**src/rtl/pandas_pkg.sv**
```systemverilog
`default_nettype none
// ============================================================================
//  Module      : pandas_pkg
//  Description : Shared ALU datapath types and constants: operand/result
//                width, command field width and the NOP command code.
//  Revision    : 1.0 - initial release
// ============================================================================
package pandas_pkg;

  localparam int NUM_SIZE      = 32;
  localparam int CMD_SIZE_LOG2 = 3;
  localparam int CMD_SIZE      = 2 ** CMD_SIZE_LOG2;

  typedef logic [CMD_SIZE-1:0] cmd_t;
  typedef logic [NUM_SIZE-1:0] num_t;

  localparam cmd_t CMD_NOP = '0;

endpackage
`default_nettype wire

```
**src/rtl/rr_arbiter.sv**
```systemverilog
`default_nettype none
// ============================================================================
//  Module      : rr_arbiter
//  Description : Combinational round-robin pick. Returns the first eligible
//                index at or after the pointer, wrapping around N.
//  Ports       : i_eligible  - candidate mask
//                i_rr_ptr    - search start index (state held by the caller)
//                o_grant     - one-hot grant, zero when nothing is eligible
//                o_grant_idx - encoded index of o_grant
//                o_grant_vld - any grant issued
//  Revision    : 1.0 - initial release
// ============================================================================
module rr_arbiter #(
  parameter int N    = 4,
  parameter int IDXW = (N > 1) ? $clog2(N) : 1
) (
  input  logic [N-1:0]    i_eligible,
  input  logic [IDXW-1:0] i_rr_ptr,
  output logic [N-1:0]    o_grant,
  output logic [IDXW-1:0] o_grant_idx,
  output logic            o_grant_vld
);

  // One extra bit so ptr + k (< 2N) never overflows before the wrap.
  logic [IDXW:0]   w_sum;
  logic [IDXW-1:0] w_idx;

  always_comb begin
    o_grant     = '0;
    o_grant_idx = '0;
    o_grant_vld = 1'b0;
    w_sum       = '0;
    w_idx       = '0;
    for (int k = 0; k < N; k++) begin
      w_sum = {1'b0, i_rr_ptr} + (IDXW+1)'(k);
      if (w_sum >= (IDXW+1)'(N)) begin
        w_sum = w_sum - (IDXW+1)'(N);
      end
      w_idx = w_sum[IDXW-1:0];
      if (!o_grant_vld && i_eligible[w_idx]) begin
        o_grant_vld    = 1'b1;
        o_grant[w_idx] = 1'b1;
        o_grant_idx    = w_idx;
      end
    end
  end

endmodule
`default_nettype wire

```
**src/rtl/alu_arbiter.sv**
```systemverilog
`default_nettype none
// ============================================================================
//  Module      : alu_arbiter
//  Description : Round-robin scheduler sharing one fixed-latency ALU between
//                NUM_REQ requesters, routing each result back to its owner.
//  Ports       : clk, reset                 - clock, async active-high reset
//                req_valid/req_ready        - per-requester op handshake
//                req_cmd/req_in1/req_in2    - per-requester op fields
//                rsp_valid/rsp_ready        - per-requester result handshake
//                rsp_data                   - per-requester result register
//                alu_cmd/alu_in1/alu_in2    - registered ALU inputs
//                alu_out                    - ALU result, ALU_LAT cycles later
//  Revision    : 1.0 - initial release
// ============================================================================
module alu_arbiter
  import pandas_pkg::*;
#(
  parameter int NUM_REQ = 4,
  parameter int ALU_LAT = 1
) (
  input  logic                 clk,
  input  logic                 reset,
  input  logic [NUM_REQ-1:0]   req_valid,
  output logic [NUM_REQ-1:0]   req_ready,
  input  cmd_t [NUM_REQ-1:0]   req_cmd,
  input  num_t [NUM_REQ-1:0]   req_in1,
  input  num_t [NUM_REQ-1:0]   req_in2,
  output logic [NUM_REQ-1:0]   rsp_valid,
  input  logic [NUM_REQ-1:0]   rsp_ready,
  output num_t [NUM_REQ-1:0]   rsp_data,
  output cmd_t                 alu_cmd,
  output num_t                 alu_in1,
  output num_t                 alu_in2,
  input  num_t                 alu_out
);

  localparam int TAGW = $clog2(NUM_REQ);

  logic [NUM_REQ-1:0] w_busy;
  logic [NUM_REQ-1:0] w_elig;
  logic [NUM_REQ-1:0] w_grant;
  logic [TAGW-1:0]    w_gidx;
  logic               w_accept;

  logic [TAGW-1:0]    r_ptr;
  logic [ALU_LAT:0]   r_tag_vld;
  logic [TAGW-1:0]    r_tag [ALU_LAT+1];
  logic [NUM_REQ-1:0] r_rsp_valid;
  num_t [NUM_REQ-1:0] r_rsp_data;
  cmd_t               r_alu_cmd;
  num_t               r_alu_in1;
  num_t               r_alu_in2;

  // A requester stays busy from the cycle after its accept until the cycle
  // after its response handshake: the tag pipeline covers the in-flight part
  // and the held rsp_valid covers the rest, including the handshake cycle.
  always_comb begin
    w_busy = r_rsp_valid;
    for (int s = 0; s <= ALU_LAT; s++) begin
      if (r_tag_vld[s]) begin
        w_busy[r_tag[s]] = 1'b1;
      end
    end
  end

  assign w_elig = req_valid & ~w_busy;

  rr_arbiter #(
    .N    (NUM_REQ),
    .IDXW (TAGW)
  ) u_rr_arbiter (
    .i_eligible  (w_elig),
    .i_rr_ptr    (r_ptr),
    .o_grant     (w_grant),
    .o_grant_idx (w_gidx),
    .o_grant_vld (w_accept)
  );

  // Gate with reset so the ready outputs read zero as soon as reset rises.
  assign req_ready = w_grant & {NUM_REQ{~reset}};

  always_ff @(posedge clk or posedge reset) begin
    if (reset) begin
      r_ptr     <= '0;
      r_alu_cmd <= CMD_NOP;
      r_alu_in1 <= '0;
      r_alu_in2 <= '0;
    end else if (w_accept) begin
      r_ptr     <= (w_gidx == TAGW'(NUM_REQ-1)) ? '0 : w_gidx + 1'b1;
      r_alu_cmd <= req_cmd[w_gidx];
      r_alu_in1 <= req_in1[w_gidx];
      r_alu_in2 <= req_in2[w_gidx];
    end else begin
      // Operands hold to avoid needless toggling on the ALU inputs.
      r_alu_cmd <= CMD_NOP;
    end
  end

  // Tag pipeline: stage s is visible s+1 cycles after the accept, so the last
  // stage lines up with alu_out for the same operation.
  always_ff @(posedge clk or posedge reset) begin
    if (reset) begin
      r_tag_vld <= '0;
      for (int s = 0; s <= ALU_LAT; s++) begin
        r_tag[s] <= '0;
      end
    end else begin
      r_tag_vld[0] <= w_accept;
      r_tag[0]     <= w_gidx;
      for (int s = 1; s <= ALU_LAT; s++) begin
        r_tag_vld[s] <= r_tag_vld[s-1];
        r_tag[s]     <= r_tag[s-1];
      end
    end
  end

  // A result can never land on a requester still holding one (one op
  // outstanding each), so set and clear never collide for the same bit.
  always_ff @(posedge clk or posedge reset) begin
    if (reset) begin
      r_rsp_valid <= '0;
      r_rsp_data  <= '0;
    end else begin
      for (int i = 0; i < NUM_REQ; i++) begin
        if (r_tag_vld[ALU_LAT] && (r_tag[ALU_LAT] == TAGW'(i))) begin
          r_rsp_valid[i] <= 1'b1;
          r_rsp_data[i]  <= alu_out;
        end else if (rsp_ready[i]) begin
          r_rsp_valid[i] <= 1'b0;
        end
      end
    end
  end

  assign rsp_valid = r_rsp_valid;
  assign rsp_data  = r_rsp_data;
  assign alu_cmd   = r_alu_cmd;
  assign alu_in1   = r_alu_in1;
  assign alu_in2   = r_alu_in2;

endmodule
`default_nettype wire

```
**config.mk**
```make
export PLATFORM = sky130hd
export DESIGN_NAME = alu_arbiter
export DESIGN_NICKNAME = d
export VERILOG_FILES = /design/src/rtl/pandas_pkg.sv /design/src/rtl/rr_arbiter.sv /design/src/rtl/alu_arbiter.sv
export SDC_FILE = /design/constraint.sdc
export NUM_CORES = 1
export LEC_CHECK = 0
export CAP_MARGIN = 40
export CORE_AREA = 5 5 208 210
export CTS_CLUSTER_SIZE = 40
export DETAILED_ROUTE_END_ITERATION = 16
export DIE_AREA = 0 0 213 215
export PLACE_DENSITY = 0.6
export REMOVE_ABC_BUFFERS = 1
export SYNTH_ARGS = -nofsm -noshare
export SYNTH_HDL_FRONTEND = slang
export SYNTH_HIERARCHICAL = 1
export SYNTH_SLANG_ARGS = --single-unit
```
**constraint.sdc**
```tcl
create_clock -name clk -period 9.34 [get_ports clk]
set_input_delay 1.868 -clock clk [delete_from_list [all_inputs] [get_ports clk]]
set_output_delay 1.868 -clock clk [all_outputs]
set_load 0.02 [all_outputs]
```
Yosys cells after proc, flatten, opt, wreduce, memory -nomap -nowiden

Cells that the tools add are included.

Add/subtract/negate cells: 8
Magnitude comparators: 17
Eq/ne operators: 4
Mux-type cells: 54
Bitwise operators: 9
Reductions and logical operators: 21

Operators with widths:

| operator                                                          | number |
|---|---|
| binary-select mux 32 bit (select 2 bit)                           | 2 |
| 2-to-1 mux 32 bit                                                 | 2 |
| 2-to-1 mux 4 bit                                                  | 6 |
| 2-to-1 mux 1 bit                                                  | 22 |
| less-than comparator 2 x 3 -> 1 bit, second input constant        | 7 |
| bitwise OR 4 bit                                                  | 5 |
| 2-to-1 mux 2 bit                                                  | 9 |
| binary-select mux 8 bit (select 2 bit)                            | 1 |
| 2-to-1 mux 8 bit                                                  | 2 |
| logical AND 1 bit                                                 | 13 |
| demux 1 bit (select 2 bit)                                        | 6 |
| greater-or-equal comparator 2 x 1 -> 1 bit, second input constant | 6 |
| greater-or-equal comparator 3 bit, second input constant          | 3 |
| bitwise AND 4 bit                                                 | 2 |
| binary-select mux 1 bit (select 2 bit)                            | 4 |
| nonzero test 2 bit                                                | 4 |
| subtractor 2 x 1 -> 2 bit, second input constant                  | 4 |
| adder 2 x 2 -> 3 bit, second input constant                       | 2 |
| equality test 2 bit, second input constant                        | 3 |
| NOT 4 bit                                                         | 1 |
| adder 2 x 1 -> 3 bit, second input constant                       | 1 |
| greater-or-equal comparator 2 x 3 -> 1 bit, second input constant | 1 |
| zero test 1 bit                                                   | 3 |
| adder 2 x 1 -> 2 bit, second input constant                       | 1 |
| 3 further kinds                                                   | 3 |

Register bits after elaboration: 212
Output and inout bits: 208
Logic and storage cells: 128

Logic depth before layout (Yosys ltp)

Gate-level depths: netlist of run 1.

Depth in word-level cells: 25
Depth in mapped cells: 13

Hierarchy

The synthesis of run 1 kept the hierarchy.

Modules (own cells, without submodules):

| module      | times used | cells each | area each (µm²) | sequential area each (µm²) |
|---|---|---|---|---|
| alu_arbiter | 1          | 692        | 9754.4          | 5305.1 |
| rr_arbiter  | 1          | 45         | 421.7           | 0.0 |

Worst setup path before layout of run 1

OpenSTA, ideal clock, no wires.

Path kind: input to output
Start point: input req_valid[2]
End point: output req_ready[0]
Arrival time: 3523 ps
Slack: 3949 ps
Stages on the path: 7
Cell sequence: and4_1 mux4_2 buf_6 nor4b_4 a22oi_1 o21ai_0 nor2b_1

Cells in the longest elaborated chain, start to end: 14
Elaborated cells on any way between the ends: 26

Ends and longest elaborated chain:

| what                                   | RTL line          | source |
|---|---|---|
| start: declaration                     | alu_arbiter.sv:23 | `input logic [NUM_REQ-1:0] req_valid,` |
| bitwise AND 4 bit (*)                  | alu_arbiter.sv:66 | `assign w_elig = req_valid & ~w_busy;` |
| binary-select mux 1 bit (select 2 bit) | rr_arbiter.sv:40  | `if (!o_grant_vld && i_eligible[w_idx]) begin` |
| 2-to-1 mux 1 bit (implied by the code) | rr_arbiter.sv:40  |  |
| 2-to-1 mux 1 bit                       | rr_arbiter.sv:40  |  |
| zero test 1 bit                        | rr_arbiter.sv:40  |  |
| logical AND 1 bit                      | rr_arbiter.sv:40  |  |
| 2-to-1 mux 1 bit                       | rr_arbiter.sv:40  |  |
| zero test 1 bit                        | rr_arbiter.sv:40  |  |
| logical AND 1 bit                      | rr_arbiter.sv:40  |  |
| 2-to-1 mux 1 bit                       | rr_arbiter.sv:40  |  |
| zero test 1 bit                        | rr_arbiter.sv:40  |  |
| logical AND 1 bit                      | rr_arbiter.sv:40  |  |
| 2-to-1 mux 4 bit (*)                   | rr_arbiter.sv:40  |  |
| via w_grant[0]                         | alu_arbiter.sv:41 | `logic [NUM_REQ-1:0] w_grant;` |
| bitwise AND 4 bit (*)                  | alu_arbiter.sv:80 | `assign req_ready = w_grant & {NUM_REQ{~reset}};` |
| end: declaration                       | alu_arbiter.sv:24 | `output logic [NUM_REQ-1:0] req_ready,` |

The timed path passes the listed nets; every way through them passes the cells marked *. The select of a mux whose other input is x is not followed.

Final worst setup path of run 1

Start point: input req_valid[0]
End point: output req_ready[1]

Cells in the longest elaborated chain, start to end: 14
Elaborated cells on any way between the ends: 26

Ends and longest elaborated chain:

| what                                   | RTL line          | source |
|---|---|---|
| bitwise AND 4 bit (*)                  | alu_arbiter.sv:66 |  |
| via w_elig[0]                          | alu_arbiter.sv:40 | `logic [NUM_REQ-1:0] w_elig;` |
| binary-select mux 1 bit (select 2 bit) | rr_arbiter.sv:40  |  |
| 2-to-1 mux 1 bit (implied by the code) | rr_arbiter.sv:40  |  |
| 2-to-1 mux 1 bit                       | rr_arbiter.sv:40  |  |
| zero test 1 bit                        | rr_arbiter.sv:40  |  |
| logical AND 1 bit                      | rr_arbiter.sv:40  |  |
| 2-to-1 mux 1 bit                       | rr_arbiter.sv:40  |  |
| zero test 1 bit                        | rr_arbiter.sv:40  |  |
| logical AND 1 bit                      | rr_arbiter.sv:40  |  |
| 2-to-1 mux 1 bit                       | rr_arbiter.sv:40  |  |
| zero test 1 bit                        | rr_arbiter.sv:40  |  |
| logical AND 1 bit                      | rr_arbiter.sv:40  |  |
| 2-to-1 mux 4 bit (*)                   | rr_arbiter.sv:40  |  |
| via w_grant[1]                         | alu_arbiter.sv:41 |  |
| bitwise AND 4 bit (*)                  | alu_arbiter.sv:80 |  |

Marked as above.

==> out/results.ini, run 1 <==
[run_status]
status = complete, no violations

[floorplanning]
rows = 75
core_area_mm2 = 0.0414
die_height_um = 215
die_width_um = 213
dieArea_mm2 = 0.0458
initial_core_util_pct = 24.6
design.portCount = 538

[power]
leakagePower_nw = 6.74
finalPower_w = 0.00785
powerDensity_mw_per_mm2 = 464
ir_worst_vdd_mv = 0.665

[global_route]
grt_start_max_net_pins = 90
use_met1_pct = 19.5
antenna_found_initial = 2
grtUsageMet3_pct = 3.78
grt_most_used_layer = met2
gr-total-overflow = 0
grtUsageMet2_pct = 29.3
grt_first_pass_wirelength_um = 57500
grt_pass1_vias = 8953
track_usage_pct = 16.2

[clock_tree]
cts.clk_slew.worst_paths_ns = 0.06
cts-htree-levels = 1
insertion_delay_ns = 0.55
cts.path.max_buffers = 3
cts_hold_buf = 0
cts-buffers-inserted = 26
cts_setup_buffers = 0
cts_root_buffer = clkbuf_16
cts_repair_resize_count = 0
clock-sinks = 212
cts_tree = done

[timing]
post-route-period-util_pct = 70.3
final-max-slew-violation-count = 0
finClkSkew_ns = 0.0185
setup_viol = 0
tightest_slew_ns = 0.818
rsz0062_at_grt = false
slew_headroom_pct = 45.5
period_needed_ns = 6.57
fmax_mhz = 152
worst_slack_ns = 2.77
hold_viol = 0

[finish]
stdcell_count = 1822
num-fill-cells = 3959
area_delta_synth_final_pct = 66.1
drive_above_1_share_pct = 15.8
fin_nets = 1600
fin_util_pct = 40.8

[yosys]
yosys_warnings = 6
synth.area.mux_share_pct = 30.0
yosys-top-cells-count = 212 x dfrtp_1, 130 x mux2i_1, 129 x mux2_2
synth_fa_ha_area_share_pct = 0.738
synth_top_area_share_pct = 52.1
postSynthCellCount = 737
synth_seq_cells = 212
synth_compound_area_share_pct = 7.01
syn_area_mm2 = 0.0102
synth_top_family_by_area = multiplexers
ys_types = 37
synth_area_leaders = dfrtp_1 52%, mux2_2 14%, mux2i_1 13%
ys_seq_area_share_pct = 52.1
synth_edf_count = 0
yosysMostFrequentCell = dfrtp_1
async_reset_ff_share_pct = 100
synth-simple-area-share_pct = 6.53
synth-xor-area-share_pct = 0
yosysTopAreaCell = dfrtp_1
ys.flop_type = dfrtp_1
syn_area_per_cell_um2 = 13.8

[placed_design]
dp_cells = 1775
dp_hpwl_um = 29800
dp_slack_ns = 2.82
gp_congestion = 0.851
portBuffers = 537

[worst_setup_path]
worstPathRequired_ns = 7.47
endpoint_kind = output pin
worstPathArrival_ns = 4.70
cp-start-kind = primary input
path_max_fanout = 10
crit_type = in -> out

[routing]
drt_iter0_markers = 279
drt_first_pass_iters = 4
ant_nets = 0
routed_wl_um = 39400
wl_per_cell_um = 21.6
vias = 8316
drt_drc_violations_left = 0
detail_route.vias_per_cell = 4.56

[run]
cap_violations = 0

[worst_hold_path]
hold_path.class = reg -> reg

[power breakdown]
group	switching, W	internal, W	total, W
Combinational	0.00267	0.00245	0.00512
Sequential	0.000269	0.00146	0.00173
Clock	0.000403	0.000594	0.000997
Total	0.00334	0.00451	0.00785
[cells in the final DEF (no fill, tap or decap), types with 4 or more instances in the layout]
master           count
and2_1               8
mux4_2              10
dfrtp_1            212
a22oi_1              8
mux2_2             129
clkbuf_1             7
nand2b_1            65
ha_1                 6
nor2b_1              5
nor2_1               4
clkbuf_8             7
clkdlybuf4s50_1    537
mux2i_1            130
o221ai_1            65
inv_1                7
o21ai_0              8
clkbuf_16           26
buf_4               12
[through the flow]
step / hold slack [ns] / setup TNS [ns] / cell area, um2
3_3_place_gp: 0.441 / 0 / 16000
3_5_place_dp: 0.447 / 0 / 16100
6_report: 0.460 / 0 / 16900
5_1_grt: 0.470 / 0 / 16900
2_1_floorplan: 0.407 / -706.72 / 9840
4_1_cts: 0.460 / 0 / 16900
[worst paths after layout]
check	start	end	slack, ns	depth (start not counted)
max in group asynchronous	reset	rsp_data[80]	6.24	3
max reg2reg	r_tag[0]	alu_in2[0]	4.95	9
min reg2reg	r_tag[2]	r_tag[0]	0.46	0
min	r_tag[2]	r_tag[0]	0.46	0
min in group asynchronous	reset	rsp_valid[1]	1.92	2
max	req_valid[0]	req_ready[1]	2.77	8
[cells by family after synthesis]
kind of cell             after synthesis
flip-flops                           212
AND/OR/NAND/NOR                      100
buffers and inverters                 60
multiplexers                         273
adder cells (fa/ha/maj)                6
AO/OA/AOI/OAI                         86
[sequential cells by signal, summed over array words and instances (netlist names)]
signal	flops
rsp_data	128
alu_in1	32
alu_in2	32
alu_cmd	8
r_tag	4
rsp_valid	4
r_ptr	2
r_tag_vld	2
[worst max-delay path, stage by stage]
cell	delay, ns
clkdlybuf4s50_1	0.46
nor4b_1	0.60
mux4_2	0.53
and2b_2	0.28
a22oi_1	0.16
o21ai_0	0.12
nor2b_1	0.14
clkdlybuf4s50_1	0.54
[final cells by class]
type,count,area [um2],share of cell area (%)
Antenna cell,1,2.50,0.0148
Clock buffer,40,773,4.57
Clock inverter,6,71.3,0.422
Inverter,8,37.5,0.222
Multi-Input combinational cell,465,4530,26.8
Sequential cell,212,5310,31.4
Tap cell,539,674,3.99
Timing Repair Buffer,551,5510,32.6
[per-layer routing]
metal  wire, um  vias up
met5         12        -
met4       1030        2
met3       2470       53
met2      20500      274
met1      15400     4168
li1           -     3819
Note: power is estimated with default switching activity, not from simulation.
==> inputs of run 2 (changes only) <==
==> constraint.sdc (replaced) <==
create_clock -name clk -period 6.4 [get_ports clk]
set_input_delay 1.28 -clock clk [delete_from_list [all_inputs] [get_ports clk]]
set_output_delay 1.28 -clock clk [all_outputs]
set_load 0.02 [all_outputs]
==> out/results.ini, run 2 (same netlist as run 1, synthesis figures left out) <==
[run_status]
status = complete, no violations

[worst_setup_path]
cp_cell_sequence = clkdlybuf4s50_1, nor4b_1, mux4_1, and2b_2, a22oi_1, o21ai_0, nor2b_1, clkdlybuf4s50_1
timing.rr.start = r_tag[0]
path_buf_inv = 2  ; unchanged
worstPathArrival_ns = 4.09  ; -0.61 ns
worstPathRequired_ns = 5.12  ; -2.35 ns
slowest_delay_ns = 0.62  ; +0.02 ns
cp_slowest_cell = clkdlybuf4s50_1
endpoint_kind = output pin
cp-start-kind = primary input
crit_type = in -> out
critPathTopFamily = buffers and inverters
path_max_fanout = 5  ; -5
critPathLaunch = req_valid[0]
crit_top_cell = clkdlybuf4s50_1

[finish]
final_cell_mix = 537 x clkdlybuf4s50_1, 212 x dfrtp_1, 130 x mux2i_1
fin_util_pct = 41.1  ; +0.23 points
largest_register_ffs = 128  ; unchanged
drive_above_1_share_pct = 15.8  ; about the same
layout_commonest_cell = clkdlybuf4s50_1
fin_nets = 1597  ; -0.19%
design_area_mm2 = 0.0170  ; +0.57%
area_delta_synth_final_pct = 67.1

[power]
p_clk_share_pct = 13.7  ; +1.0 points
leakagePower_nw = 6.79  ; +0.66%
p_seq_share_pct = 21.9  ; -0.2 points
switching_share_pct = 41.9  ; -0.70 points
pwr-share-comb_pct = 64.4  ; -0.8 points
internal-power_w = 0.00674  ; +50%
ir_worst_vdd_mv = 0.477  ; -28%
powerDensity_mw_per_mm2 = 682  ; +47%
power_switching_w = 0.00486  ; +45%

[placed_design]
gp_congestion = 0.844  ; -0.82%
portBuffers = 537  ; unchanged
dp_hpwl_um = 29700  ; -0.27%
dp_slack_ns = 1.05  ; -1.76 ns
postPlaceCellArea_mm2 = 0.0161  ; about the same

[run]
cap_violations = 0  ; unchanged

[global_route]
grt_pass1_vias = 9109  ; +1.7%
antenna_found_initial = 3  ; +1
grt_start_max_net_pins = 111  ; +23%
gr-total-overflow = 0  ; unchanged
track_usage_pct = 16.3  ; +0.027 points
grt_first_pass_wirelength_um = 57800  ; +0.50%

[timing]
tightest_slew_ns = 0.820  ; +0.00158 ns
worst_slack_ns = 1.03  ; -1.74 ns
hold_viol = 0  ; unchanged
post-route-period-util_pct = 83.9
period_needed_ns = 5.37
final-max-slew-violation-count = 0  ; unchanged
fmax_mhz = 186
setup_viol = 0  ; unchanged
rsz0062_at_grt = false
worst_hold_slack_ns = 0.478  ; +0.0175 ns
slew_headroom_pct = 45.4  ; -0.11 points
finClkSkew_ns = 0.00829  ; -0.0102 ns

[clock_tree]
cts-htree-levels = 1  ; unchanged
cts_tree = done
cts.clk_slew.worst_paths_ns = 0.06  ; about the same
cts-buffers-inserted = 26  ; unchanged
cts_root_buffer = clkbuf_16
cts_setup_buffers = 0  ; unchanged
clock-sinks = 212  ; unchanged
insertion_delay_ns = 0.52  ; -0.03 ns
cts.path.max_buffers = 3  ; unchanged
cts_hold_buf = 0  ; unchanged
cts_repair_resize_count = 0  ; unchanged

[worst_hold_path]
hold_start = r_tag[3]
hold_path.class = reg -> reg

[routing]
ant_nets = 0  ; unchanged
drt_first_pass_iters = 4  ; unchanged
wl_per_cell_um = 21.5  ; -0.49%
detail_route.vias_per_cell = 4.57  ; +0.20%
routed_wl_um = 39200  ; -0.38%
drt_drc_violations_left = 0  ; unchanged
vias = 8342  ; +0.31%
drt_iter0_markers = 395  ; +42%

[floorplanning]
initial_core_util_pct = 24.6  ; unchanged
die_height_um = 215  ; unchanged
core_area_mm2 = 0.0414  ; unchanged
design.portCount = 538  ; unchanged
rows = 75  ; unchanged
dieArea_mm2 = 0.0458  ; unchanged
die_width_um = 213  ; unchanged

run 2: cell count changes in the layout (fill, tap and decap cells not counted), sizes merged:
| cell | delta |
|---|---|
| buf | -3 |
| clkinvlp | -2 |
| diode | +3 |
| bufinv | +3 |
| inv | +1 |
run 2: final timing paths:
path | slack, ns | end | depth (start not counted)
worst max register to register | 2.15 | alu_in2[30] | 9
worst max-delay path | 1.03 | req_ready[1] | 8
worst min-delay path | 0.48 | r_tag[1] | 0
worst min register to register | 0.48 | r_tag[1] | 0
min in group asynchronous | 1.44 | r_tag[2] | 2
max in group asynchronous | 3.91 | rsp_data[44] | 3
run 2: cell type report:
| class | instances | area [um2] |
|---|---|---|
| Sequential cell | 212 | 5310 |
| Clock buffer | 40 | 795 |
| Antenna cell | 4 | 10.0 |
| Inverter | 8 | 37.5 |
| Timing Repair Buffer | 548 | 5510 |
| Multi-Input combinational cell | 465 | 4530 |
| Tap cell | 539 | 674 |
| Clock inverter | 8 | 144 |
| Fill cell | 3960 | 24400 |
run 2: worst reg2reg max path: cells and delay by family (launching register included):
family	cells	cell delay [ns]
compound gates	2	0.94
buf+inv	2	0.85
mux	1	0.64
simple gates	4	1.20
flops	1	0.45
run 2: per-stage QoR:
step                total power [W]  cells   TNS, ns
finish                       0.0116   1824         0
global route                 0.0123   1821         0
CTS                          0.0118   1820         0
detailed placement           0.0101   1772         0
global placement            0.00998   1772         0
floorplan                   0.00701    685  -1037.59
run 2: routing by layer:
layer  global-route usage (%)  wire length, um  vias up
li1                         -                -     3819
met5                        0                7        -
met1                     19.9            15600     4178
met4                     4.99             1310        2
met2                     28.4            19900      280
met3                     3.73             2400       63
run 2: power by group through the flow:
stage	Combinational (W)	Clock (W)	Sequential (W)
2_1_floorplan	0.00371	0	0.00330
3_3_place_gp	0.00745	0	0.00252
3_5_place_dp	0.00757	0	0.00255
4_1_cts	0.00758	0.00165	0.00254
5_1_grt	0.00797	0.00170	0.00263
6_report	0.00747	0.00159	0.00254
